File: src/rtl/fb_pkg.sv
// Shared constants and FSM state type for the frame-buffer write path.
// Geometry defaults describe the 320x240 RGB444 frame buffer.
package fb_pkg;

  localparam int FB_WIDTH  = 320;
  localparam int FB_HEIGHT = 240;
  localparam int FB_PIXELS = FB_WIDTH * FB_HEIGHT;
  localparam int FB_DATA_W = 12;
  localparam int FB_ADDR_W = 17;

  typedef enum logic [1:0] {
    IDLE  = 2'd0,
    WRITE = 2'd1,
    DONE  = 2'd2
  } fb_state_t;

endpackage

File: src/rtl/fb_raster_counter.sv
// Raster position counter: x/y plus linear address, with restart and last-pixel flag.
// restart marks the current beat as position (0,0), so the counters move on to (1,0).
module fb_raster_counter #(
  parameter int WIDTH  = 320,
  parameter int HEIGHT = 240,
  parameter int ADDR_W = 17,
  parameter int X_W    = $clog2(WIDTH),
  parameter int Y_W    = $clog2(HEIGHT)
) (
  input  logic              clk,
  input  logic              rst,
  input  logic              en,
  input  logic              restart,
  output logic [X_W-1:0]    x,
  output logic [Y_W-1:0]    y,
  output logic [ADDR_W-1:0] addr,
  output logic              last
);

  // Position registers; wrapping after the last pixel returns all counters to zero.
  always_ff @(posedge clk or posedge rst) begin
    if (rst) begin
      x    <= '0;
      y    <= '0;
      addr <= '0;
    end else if (restart) begin
      x    <= X_W'(1);
      y    <= '0;
      addr <= ADDR_W'(1);
    end else if (en) begin
      if (x == X_W'(WIDTH - 1)) begin
        x <= '0;
        if (y == Y_W'(HEIGHT - 1)) begin
          y    <= '0;
          addr <= '0;
        end else begin
          y    <= y + Y_W'(1);
          addr <= addr + ADDR_W'(1);
        end
      end else begin
        x    <= x + X_W'(1);
        addr <= addr + ADDR_W'(1);
      end
    end
  end

  assign last = (x == X_W'(WIDTH - 1)) && (y == Y_W'(HEIGHT - 1));

endmodule

File: src/rtl/fb_pixel_writer.sv
// Frame-buffer write side: raster pixel stream in, registered BRAM write port out.
// Optional FB_PIXEL_WRITER_DECIMATE_EN: accept a 2x-size raster and keep every even (x,y) pixel.
module fb_pixel_writer
  import fb_pkg::*;
#(
  parameter int WIDTH  = FB_WIDTH,
  parameter int HEIGHT = FB_HEIGHT,
  parameter int DATA_W = FB_DATA_W,
  parameter int ADDR_W = FB_ADDR_W
) (
  input  logic              clk,
  input  logic              rst,
  input  logic              s_valid,
  output logic              s_ready,
  input  logic              s_sof,
  input  logic [DATA_W-1:0] s_data,
  output logic              wr_en,
  output logic [ADDR_W-1:0] wr_addr,
  output logic [DATA_W-1:0] wr_data,
  output logic              frame_done,
  output logic              frame_err,
  output logic              busy
);

  localparam int X_W = $clog2(WIDTH);
  localparam int Y_W = $clog2(HEIGHT);

  fb_state_t         state;
  fb_state_t         next_state;
  logic              accept;
  logic              restart;
  logic              advance;
  logic              out_en;
  logic              do_write;
  logic              done_hit;
  logic              err_hit;
  logic [X_W-1:0]    out_x;
  logic [Y_W-1:0]    out_y;
  logic [ADDR_W-1:0] out_addr;
  logic              out_last;
  logic [ADDR_W-1:0] write_addr;
  logic              unused_bits;

  assign accept     = s_valid && s_ready;
  // Any accepted s_sof restarts the frame; only in WRITE is it an error.
  assign restart    = accept && s_sof;
  assign err_hit    = restart && (state == WRITE);
  assign advance    = accept && !s_sof && (state == WRITE);
  assign do_write   = restart || out_en;
  assign write_addr = restart ? '0 : out_addr;

  fb_raster_counter #(
    .WIDTH  (WIDTH),
    .HEIGHT (HEIGHT),
    .ADDR_W (ADDR_W)
  ) u_out_cnt (
    .clk     (clk),
    .rst     (rst),
    .en      (out_en),
    .restart (restart),
    .x       (out_x),
    .y       (out_y),
    .addr    (out_addr),
    .last    (out_last)
  );

`ifdef FB_PIXEL_WRITER_DECIMATE_EN
  localparam int SX_W = $clog2(2 * WIDTH);
  localparam int SY_W = $clog2(2 * HEIGHT);

  logic [SX_W-1:0]   sx;
  logic [SY_W-1:0]   sy;
  logic [ADDR_W+1:0] src_addr;
  logic              src_last;

  fb_raster_counter #(
    .WIDTH  (2 * WIDTH),
    .HEIGHT (2 * HEIGHT),
    .ADDR_W (ADDR_W + 2)
  ) u_src_cnt (
    .clk     (clk),
    .rst     (rst),
    .en      (advance),
    .restart (restart),
    .x       (sx),
    .y       (sy),
    .addr    (src_addr),
    .last    (src_last)
  );

  // Only even source columns of even source rows land in the frame buffer.
  assign out_en      = advance && !sx[0] && !sy[0];
  assign done_hit    = advance && src_last;
  assign unused_bits = ^{out_x, out_y, out_last, src_addr, sx[SX_W-1:1], sy[SY_W-1:1]};
`else
  assign out_en      = advance;
  assign done_hit    = advance && out_last;
  assign unused_bits = ^{out_x, out_y};
`endif

  // State register.
  always_ff @(posedge clk or posedge rst) begin
    if (rst) begin
      state <= IDLE;
    end else begin
      state <= next_state;
    end
  end

  // Next-state logic.
  always_comb begin
    next_state = state;
    case (state)
      IDLE: begin
        if (restart) begin
          next_state = WRITE;
        end else begin
          next_state = IDLE;
        end
      end
      WRITE: begin
        if (done_hit) begin
          next_state = DONE;
        end else begin
          next_state = WRITE;
        end
      end
      DONE:    next_state = IDLE;
      default: next_state = IDLE;
    endcase
  end

  // State-decoded outputs.
  always_comb begin
    s_ready = 1'b1;
    busy    = 1'b0;
    case (state)
      IDLE:    begin s_ready = 1'b1; busy = 1'b0; end
      WRITE:   begin s_ready = 1'b1; busy = 1'b1; end
      DONE:    begin s_ready = 1'b0; busy = 1'b0; end
      default: begin s_ready = 1'b0; busy = 1'b0; end
    endcase
  end

  // Registered write port and status pulses; address/data hold between writes.
  always_ff @(posedge clk or posedge rst) begin
    if (rst) begin
      wr_en      <= 1'b0;
      wr_addr    <= '0;
      wr_data    <= '0;
      frame_done <= 1'b0;
      frame_err  <= 1'b0;
    end else begin
      wr_en      <= do_write;
      frame_done <= done_hit;
      frame_err  <= err_hit;
      if (do_write) begin
        wr_addr <= write_addr;
        wr_data <= s_data;
      end
    end
  end

endmodule

File: config.mk
export PLATFORM = sky130hd
export DESIGN_NAME = fb_pixel_writer
export DESIGN_NICKNAME = d
export VERILOG_FILES = /design/src/rtl/fb_pkg.sv /design/src/rtl/fb_raster_counter.sv /design/src/rtl/fb_pixel_writer.sv
export SDC_FILE = /design/constraint.sdc
export NUM_CORES = 1
export LEC_CHECK = 0
export BUFFER_PORTS_ARGS = -buffer_cell sky130_fd_sc_hd__buf_2
export CAP_MARGIN = 20
export CORE_MARGIN = 2
export CORE_UTILIZATION = 25
export DETAILED_ROUTE_END_ITERATION = 8
export MAX_ROUTING_LAYER = met4
export PLACE_DENSITY = 0.49
export SLEW_MARGIN = 20
export SYNTH_ARGS = -nofsm -noshare
export SYNTH_HDL_FRONTEND = slang
export SYNTH_SLANG_ARGS = --single-unit
File: constraint.sdc
create_clock -name clk -period 2 [get_ports clk]
set_input_delay 0.1 -clock clk [delete_from_list [all_inputs] [get_ports clk]]
set_output_delay 0.1 -clock clk [all_outputs]
set_load 0.02 [all_outputs]
==> flow_metrics.tcl, run 1 <==
set metrics [dict create \
    cts_tree "done" \
    tns_ns 0 \
    p_leak_nw 1.81 \
    ys_seq_elements 68 \
    ff2ff_path_depth 5 \
    rsz0062_at_grt "false" \
    crit_type "register to register" \
    cp-end-kind "register" \
    ios 50 \
    fill_cells 1232 \
    ant_nets 0 \
    vias 2445 \
    synth_async_sr_flop_share_pct 100 \
    setup_viol 0 \
    fin_skew_ns 0.00464 \
    slowest_stage "a2111o_1" \
    regArea_um2 1700 \
    htree_levels 3 \
    min_path_cells 2 \
    min_path_type "input port to register" \
    syn2layout_area_growth_pct 31.6 \
    wire_per_inst_um 14.3 \
    peakVddDrop_v 0.000370 \
    slowest_delay_ns 0.53 \
    syn-instance-count 281 \
    multi_input_area_um2 1320 \
    fin_crit_sh_pct 94.8 \
    first_iter_violations 118 \
    antenna_found_initial 0 \
    die_area_um2 13200 \
    cts.clk_slew.worst_paths_ns 0.05 \
    fin_nets 381 \
    dieHeight_um 115 \
    hold_ws_ns 0.0165 \
    tightest_slew_ns 0.478 \
    floorplan.initialDensity_pct 25.7 \
    synth_area_leader_cell "dfrtp_1" \
    cts_root_buf "clkbuf_16" \
    synth_cell_types 46 \
    cp.arrival_ns 2.15 \
    cts_buffer_depth 2 \
    numPortBuffers 49 \
    grt_pass1_wl_mm 12.5 \
    min_period_ns 1.90 \
    status "finished clean" \
    synth_common_cells "dfrtp_1, nor2_1, nand2_1, a22o_1, o21ai_0" \
    drive_gt1_share_pct 29.0 \
    fp.dieW_um 115 \
    grt_pass1_vias 2500 \
    core_um2 12000 \
    clk_latency_ns 0.33 \
    p_per_area_nw_per_um2 831 \
    grt_overflow 0 \
    n_antenna_cell 0 \
    max_slew_margin_pct 67.3 \
    drc_errors 0 \
    vias_per_cell 4.77 \
    yosys-top-cells-area "dfrtp_1, a22o_1, mux2_2" \
    synth_most_common_cell "dfrtp_1" \
    avgSynthCellArea_um2 11.0 \
    critPathMaxFanout 7 \
    seq_area_frac_synth_pct 55.2 \
    design_area_um2 4060 \
    grt_max_degree 69 \
    synth_area_um2 3080 \
    cap_violations 0 \
    cp_data_required_time_ns 2.25 \
    start_kind "register" \
    grt_use_total_pct 12.6 \
    synth.top_cell.area_share_pct 55.2 \
    gp_congestion 0.791 \
    total_power_mw 3.37 \
    finalHoldViolCount 0 \
    synth_fp_nets 300 \
    dpl.hpwl_mm 4.83 \
    num_rows 40 \
    max_freq_ghz 0.527 \
    synth_edf_count 0 \
    cts_sinks 68 \
    slew_violations 0 \
    path_cells "buf_4, nand3b_1, a2111o_1, or3_1, a21oi_1" \
    drt-total-wl_mm 7.33 \
    placed_area_um2 3670 \
    synth_flop_cell "dfrtp_1" \
    cts_buffers 9 \
    first_pass_iters 4 \
    ys_warn_count 0 \
]
-- flip-flops by register name, indices dropped and copies added (netlist names) --
| name | cells |
|---|---|
| state | 2 |
| u_out_cnt.addr | 17 |
| u_out_cnt.x | 9 |
| wr_addr | 17 |
| frame_done | 1 |
| wr_en | 1 |
| wr_data | 12 |
| frame_err | 1 |
| u_out_cnt.y | 8 |
-- stage by stage --
stage	setup WS, ns	cells	util [%]
CTS	0.00794	512	33.6
global placement	0.0815	486	30.5
detailed placement	0.0298	486	30.5
global route	0.00287	513	33.8
finish	0.104	513	33.8
floorplan	0.0609	281	-
-- worst max-delay path, delay by kind of cell (launching register included) --
family                 cells  cell delay, ns
AND/OR/NAND/NOR            2            0.59
AO/OA/AOI/OAI              2            0.69
flip-flops                 1            0.38
buffers and inverters      1            0.16
-- report_power, final --
group          switching, mW  leakage [nW]  internal, mW
Sequential            0.0562         0.902          1.46
Combinational          0.263         0.785         0.195
Clock                  0.564         0.120         0.831
-- cell usage in the layout (no fill, tap or decap), types with 3 or more instances in the layout --
cell type / n
o21ai_0: 16
mux2_2: 12
clkbuf_16: 9
or3_1: 7
xor2_1: 8
a211oi_1: 3
o2111ai_1: 3
buf_2: 49
inv_1: 6
xnor2_1: 7
nand3_1: 13
ha_1: 3
buf_4: 25
nor2_1: 21
dfrtp_1: 68
clkbuf_1: 4
a22o_1: 16
nand2_1: 18
nand4_1: 4
a2111oi_0: 3
dlygate4sd3_1: 11
nor2b_1: 3
nor4_1: 4
a21oi_1: 14
-- final timing paths --
check,startpoint,endpoint,slack [ns]
worst max register to register,state[1],u_out_cnt.addr[16],0.10
worst min-delay path,s_data[11],wr_data[11],0.02
max in group asynchronous,rst,u_out_cnt.addr[16],1.31
worst min register to register,wr_addr[11],wr_addr[11],0.49
worst max-delay path,state[1],u_out_cnt.addr[16],0.10
min in group asynchronous,rst,frame_err,0.39
-- repair_timing --
item	CTS	global route
hold endpoints to repair	78	0
setup buffers	0	1
resized for setup	0	3
hold buffers	11	0
endpoints found under the setup margin	0	7
-- logic make-up (layout without fill, tap and decap cells) --
group | count (synthesis) | count (layout) | share of synthesized area [%]
flip-flops | 68 | 68 | 55.2
XOR/XNOR | 15 | 15 | 4.26
adder cells (fa/ha/maj) | 3 | 3 | 1.22
AND/OR/NAND/NOR | 87 | 87 | 15.3
multiplexers | 14 | 14 | 5.03
buffers and inverters | 24 | 109 | 3.04
AO/OA/AOI/OAI | 70 | 70 | 15.9
-- cell type report --
cell class,count,share of cell area (%)
clock buffers,13,5.92
repair buffers,87,14.2
flip-flops and latches,68,41.9
well taps,147,4.53
clock inverters,2,0.308
multi-input cells,189,32.5
inverters,7,0.648
-- per-layer routing --
layer,track usage [%],wire length (µm)
met5,-,0
met4,5.38,140
met3,3.80,250
met2,19.7,3540
met1,15.2,3400
Note: power is estimated with default switching activity, not from simulation.
==> run 2, diff against run 1 <==
==> constraint.sdc (replaced) <==
create_clock -name clk -period 2 [get_ports clk]
set_input_delay 0.1 -clock clk [delete_from_list [all_inputs] [get_ports clk]]
set_output_delay 0.1 -clock clk [all_outputs]
set_load 0.1 [all_outputs]
==> run 2 against run 1 <==
Net effect:
- cell count shrank 0.19%
- hold slack gained 0.36 ns
- clock power grew 8%
- power increased by 13%
- critical endpoint is now u_out_cnt.addr[7]
- highest routed layer unchanged
==> flow_metrics.tcl, run 2 (synthesized netlist as in run 1, its figures left out) <==
set metrics [dict create \
    status "finished clean" \
    peakVddDrop_v 0.000294 \
    cp.arrival_ns 2.11 \
    vias 2456 \
    slowest_delay_ns 0.50 \
    cts_buffers 9 \
    drc_errors 0 \
    grt_max_degree 44 \
    dp_cells 484 \
    fin_ws_ns 0.115 \
    fin_crit_sh_pct 94.3 \
    cts_root_buf "clkbuf_16" \
    seq_power_share_pct 39.9 \
    antenna_found_initial 0 \
    core_um2 12000 \
    grt_use_total_pct 12.7 \
    crit_cells 7 \
    ff2ff_path_depth 7 \
    max_freq_ghz 0.530 \
    htree_levels 3 \
    dr_wl_met3_um 267 \
    design_area_um2 4090 \
    max_slew_margin_pct 61.1 \
    placed_area_um2 3650 \
    reg2reg_to "u_out_cnt.addr[7]" \
    drt-total-wl_mm 7.51 \
    grt_pass1_vias 2416 \
    pwr-share-comb_pct 20.7 \
    vias_per_cell 4.80 \
    ios 50 \
    cts.clk_slew.worst_paths_ns 0.05 \
    top_layer "met4" \
    cap_violations 0 \
    fin_skew_ns 0.00443 \
    crit_top_cell "buf_4" \
    rrSetupSlack_ns 0.11 \
    top_regs "u_out_cnt.addr: 17 flops, wr_addr: 17 flops, wr_data: 12 flops" \
    finalHoldViolCount 0 \
    slowest_stage "a2111oi_0" \
    tightest_slew_ns 0.583 \
    cts_tree "done" \
    grt_overflow 0 \
    cp-end-kind "register" \
    grt_pass1_wl_mm 12.6 \
    layout_commonest_cell "dfrtp_1" \
    clk_latency_ns 0.33 \
    layout_common_cells "dfrtp_1, buf_2, buf_4, nor2_1, nand2_1" \
    gp_congestion 0.728 \
    floorplan.initialDensity_pct 25.7 \
    path_buf_inv 3 \
    cp_data_required_time_ns 2.22 \
    min_period_ns 1.89 \
    swShare_pct 31.6 \
    drt-met1-wl_mm 3.41 \
    critPathMaxFanout 8 \
    min_path_type "input port to asynchronous set/reset pin" \
    cts_buffer_depth 2 \
    syn2layout_area_growth_pct 32.6 \
    slew_violations 0 \
    numPortBuffers 49 \
    total_power_mw 3.81 \
    utilization_pct 34.0 \
    wire_per_inst_um 14.7 \
    die_area_um2 13200 \
    crit_family "buffers and inverters" \
    regToRegStartpoint "state[1]" \
    ant_nets 0 \
    setup_viol 0 \
    instances_no_fill 512 \
    dieHeight_um 115 \
    start_kind "register" \
    first_pass_iters 4 \
    p_leak_nw 1.82 \
    p_switching_mw 1.21 \
    crit_type "register to register" \
    path_cells "buf_4, nand3b_1, buf_4, a2111oi_0, buf_4, xnor2_1, nor2_1" \
    drive_gt1_share_pct 29.6 \
    fin_nets 381 \
    pre_cts_ws_ns 0.0266 \
    num_rows 40 \
    fp.dieW_um 115 \
    tns_ns 0 \
    power.share.clock_pct 39.4 \
    rsz0062_at_grt "false" \
    n_antenna_cell 0 \
    wl_met2_mm 3.72 \
    hold_ws_ns 0.377 \
    internal_power_mw 2.61 \
    first_iter_violations 89 \
    dpl.hpwl_mm 5.06 \
    p_per_area_nw_per_um2 933 \
    cts_sinks 68 \
]
==> run 2: per-layer routing <==
| layer | vias to the layer above | global-route usage [%] |
|---|---|---|
| met3 | 8 | 4.16 |
| met4 | 0 | 4.34 |
| li1 | 1192 | - |
| met2 | 40 | 19.8 |
| met1 | 1216 | 15.6 |
| met5 | - | - |
==> run 2: timing repair <==
item | 4_1_cts | 5_1_grt
setup endpoints to repair | 0 | 18
setup buffers | 0 | 1
hold buffers | 13 | 0
resized for setup | 0 | 4
hold endpoints to repair | 37 | 0
==> run 2: worst register-to-register path, delay by kind of cell, from the launching register on <==
family          cells  cell delay [ns]
buf+inv             3             0.55
flops               1             0.38
simple gates        2             0.23
compound gates      1             0.50
xor+xnor            1             0.12
==> run 2: power by group through the flow <==
stage / clock (mW) / combinational (mW) / sequential (mW)
global route: 1.63 / 0.837 / 1.54
CTS: 1.57 / 0.796 / 1.52
floorplan: 0 / 0.182 / 1.94
global placement: 0 / 0.772 / 1.54
finish: 1.50 / 0.788 / 1.52
detailed placement: 0 / 0.777 / 1.55
==> run 2: cell type report <==
class,count,area (µm²)
clock buffer,11,233
clock inverter,3,40.0
fill,1227,7920
inverter,7,26.3
multi-input combinational,189,1330
sequential,68,1700
tap,147,184
timing repair buffer,87,576
==> run 2: how the worst max path moves through the flow <==
stage,startpoint,end,slack (ns)
after floorplan,u_out_cnt.x[0],u_out_cnt.addr[10],0.06
after global placement,u_out_cnt.x[0],u_out_cnt.addr[13],0.13
after detailed placement,u_out_cnt.x[1],u_out_cnt.addr[13],0.03
after CTS,u_out_cnt.x[1],u_out_cnt.addr[13],0.02
after global routing,u_out_cnt.addr[0],u_out_cnt.addr[14],0.01
final,state[1],u_out_cnt.addr[7],0.11
==> run 3, diff against run 2 <==
--- a/config.mk
+++ b/config.mk
@@ -8,10 +8,11 @@
 export BUFFER_PORTS_ARGS = -buffer_cell sky130_fd_sc_hd__buf_2
 export CAP_MARGIN = 20
 export CORE_MARGIN = 2
-export CORE_UTILIZATION = 25
+export CORE_UTILIZATION = 50
 export DETAILED_ROUTE_END_ITERATION = 8
 export MAX_ROUTING_LAYER = met4
-export PLACE_DENSITY = 0.49
+export PLACE_DENSITY = 0.81
+export RECOVER_POWER = 100
 export SLEW_MARGIN = 20
 export SYNTH_ARGS = -nofsm -noshare
 export SYNTH_HDL_FRONTEND = slang
==> run 3 against run 2 <==
Net effect:
- flip-flop and latch count stayed put
- non-clock buffer count stayed put
- largest power group unchanged
- power is 7.5% lower
- first-iteration DRC count is 83% higher
- sequential power hardly changed
- largest cell class unchanged
- critical path depth is 2 lower
==> flow_metrics.tcl, run 3 (synthesized netlist as in run 1, its figures left out) <==
set metrics [dict create \
    status "finished clean" \
    internal_power_mw 2.34 \
    slew_violations 0 \
    p_per_area_nw_per_um2 912 \
    power.share.clock_pct 34.8 \
    cp_data_required_time_ns 2.27 \
    crit_type "register to register" \
    max_freq_ghz 0.535 \
    cp.arrival_ns 2.14 \
    dieHeight_um 82.5 \
    wire_per_inst_um 15.9 \
    cp-end-kind "register" \
    htree_levels 3 \
    start_kind "register" \
    cts_buffer_depth 2 \
    rsz0062_at_grt "false" \
    ant_nets 0 \
    vias 2559 \
    layout_common_cells "dfrtp_1, clkbuf_1, nor2_1, buf_4, nand2_1" \
    fin_skew_ns 0.0105 \
    cts_sinks 68 \
    drc_errors 0 \
    min_path_type "input port to register" \
    tightest_slew_ns 1.20 \
    holdCritStartpoint "s_valid" \
    fp.dieW_um 82.5 \
    n_antenna_cell 0 \
    peakVddDrop_v 0.000664 \
    drive_gt1_share_pct 20.2 \
    regToRegStartpoint "state[1]" \
    grt_max_degree 46 \
    multi_input_area_um2 1310 \
    fill_cells 486 \
    regArea_um2 1700 \
    cts_buffers 9 \
    cts_tree "done" \
    slowest_stage "a2111o_1" \
    layout_commonest_cell "dfrtp_1" \
    postCtsSetupBuffers 0 \
    first_pass_iters 4 \
    setup_viol 0 \
    cts.clk_slew.worst_paths_ns 0.08 \
    first_iter_violations 163 \
    num_rows 28 \
    critPathMaxFanout 11 \
    cts_root_buf "clkbuf_8" \
    p_switching_mw 1.19 \
    grt_pass1_wl_mm 11.6 \
    drt-total-wl_mm 7.01 \
    total_power_mw 3.53 \
    swShare_pct 33.6 \
    grt_pass1_vias 2537 \
    crit_family "compound AO/OA/AOI/OAI gates" \
    p_leak_nw 1.66 \
    floorplan.initialDensity_pct 51.8 \
    dpl.hpwl_mm 4.61 \
    path_buf_inv 1 \
    tns_ns 0 \
    fin_crit_sh_pct 93.4 \
    core_um2 5960 \
    slowest_delay_ns 0.50 \
    gp_congestion 0.941 \
    ios 50 \
    syn2layout_area_growth_pct 25.6 \
    fin_nets 381 \
    cap_violations 0 \
    crit_start "state[1]" \
    path_cells "nand4bb_4, buf_4, a2111o_1, or3_1, a21oi_1" \
    pwr-share-comb_pct 22.1 \
    numPortBuffers 49 \
    vias_per_cell 5.79 \
    seq_power_share_pct 43.1 \
    grt_overflow 0 \
    finalHoldViolCount 0 \
    top_regs "u_out_cnt.addr: 17 flops, wr_addr: 17 flops, wr_data: 12 flops" \
    die_area_um2 6810 \
    clk_latency_ns 0.34 \
    antenna_found_initial 0 \
    grt_use_total_pct 23.3 \
    min_period_ns 1.87 \
    max_slew_margin_pct 20.1 \
]
## run 3: cell count changes in the layout (fill, tap and decap cells not counted), moves of 4 or more
cell | before | now
buf_2 | 49 | 15
buf_4 | 24 | 19
clkbuf_1 | 2 | 36
clkbuf_16 | 9 | 0
clkbuf_2 | 0 | 4
clkbuf_8 | 0 | 9
## run 3: metal layers
| metal | wire length [µm] | track usage (%) |
|---|---|---|
| met5 | 0 | - |
| met4 | 148 | 10.7 |
| met3 | 346 | 4.67 |
| met2 | 3430 | 36.0 |
| met1 | 3090 | 29.7 |
## run 3: area by class of cell
class                           instances  share of cell area (%)
Sequential cell                        68                    44.0
Multi-Input combinational cell        189                    33.9
Timing Repair Buffer                   87                    13.4
Clock buffer                           10                    3.30
Tap cell                               75                    2.42
Clock inverter                          6                    2.29
Inverter                                7                   0.679
## run 3: worst paths after layout
check	end	slack, ns	depth (start not counted)
worst min-delay path	wr_addr[5]	0.30	4
max in group asynchronous	u_out_cnt.addr[10]	0.74	4
worst max-delay path	u_out_cnt.addr[12]	0.13	5
worst max register to register	u_out_cnt.addr[12]	0.13	5
min in group asynchronous	u_out_cnt.addr[3]	0.52	3
worst min register to register	wr_addr[16]	0.50	1
## run 3: per-stage QoR
step                      cell area (µm²)  setup slack (ns)  utilization (%)  hold slack, ns  cells
after floorplan                      3090            0.0609                -           0.252    281
after global placement               3570             0.173             60.0           0.158    413
after detailed placement             3570             0.113             60.0           0.165    413
after CTS                            3920            0.0883             65.8           0.281    442
after global routing                 3870           0.00265             65.0           0.308    442
final                                3870             0.131             65.0           0.301    442
## run 3: worst register-to-register path, cell delays in order (launching register included)
cell and delay (ns):
dfrtp_1 0.39, nand4bb_4 0.20, buf_4 0.19, a2111o_1 0.50, or3_1 0.38, a21oi_1 0.15
## run 3: power by group through the flow
stage               combinational [mW]  clock [mW]  sequential (mW)
floorplan                        0.182           0             1.94
global placement                 0.762           0             1.54
detailed placement               0.775           0             1.54
CTS                              0.798        1.25             1.52
global route                     0.826        1.30             1.53
finish                           0.778        1.23             1.52
## run 3: repair_timing
action                                  4_1_cts  5_1_grt
endpoints found under the hold margin        35        0
gates resized for setup                       0        2
endpoints found under the setup margin        0        6
hold buffers                                 13        0
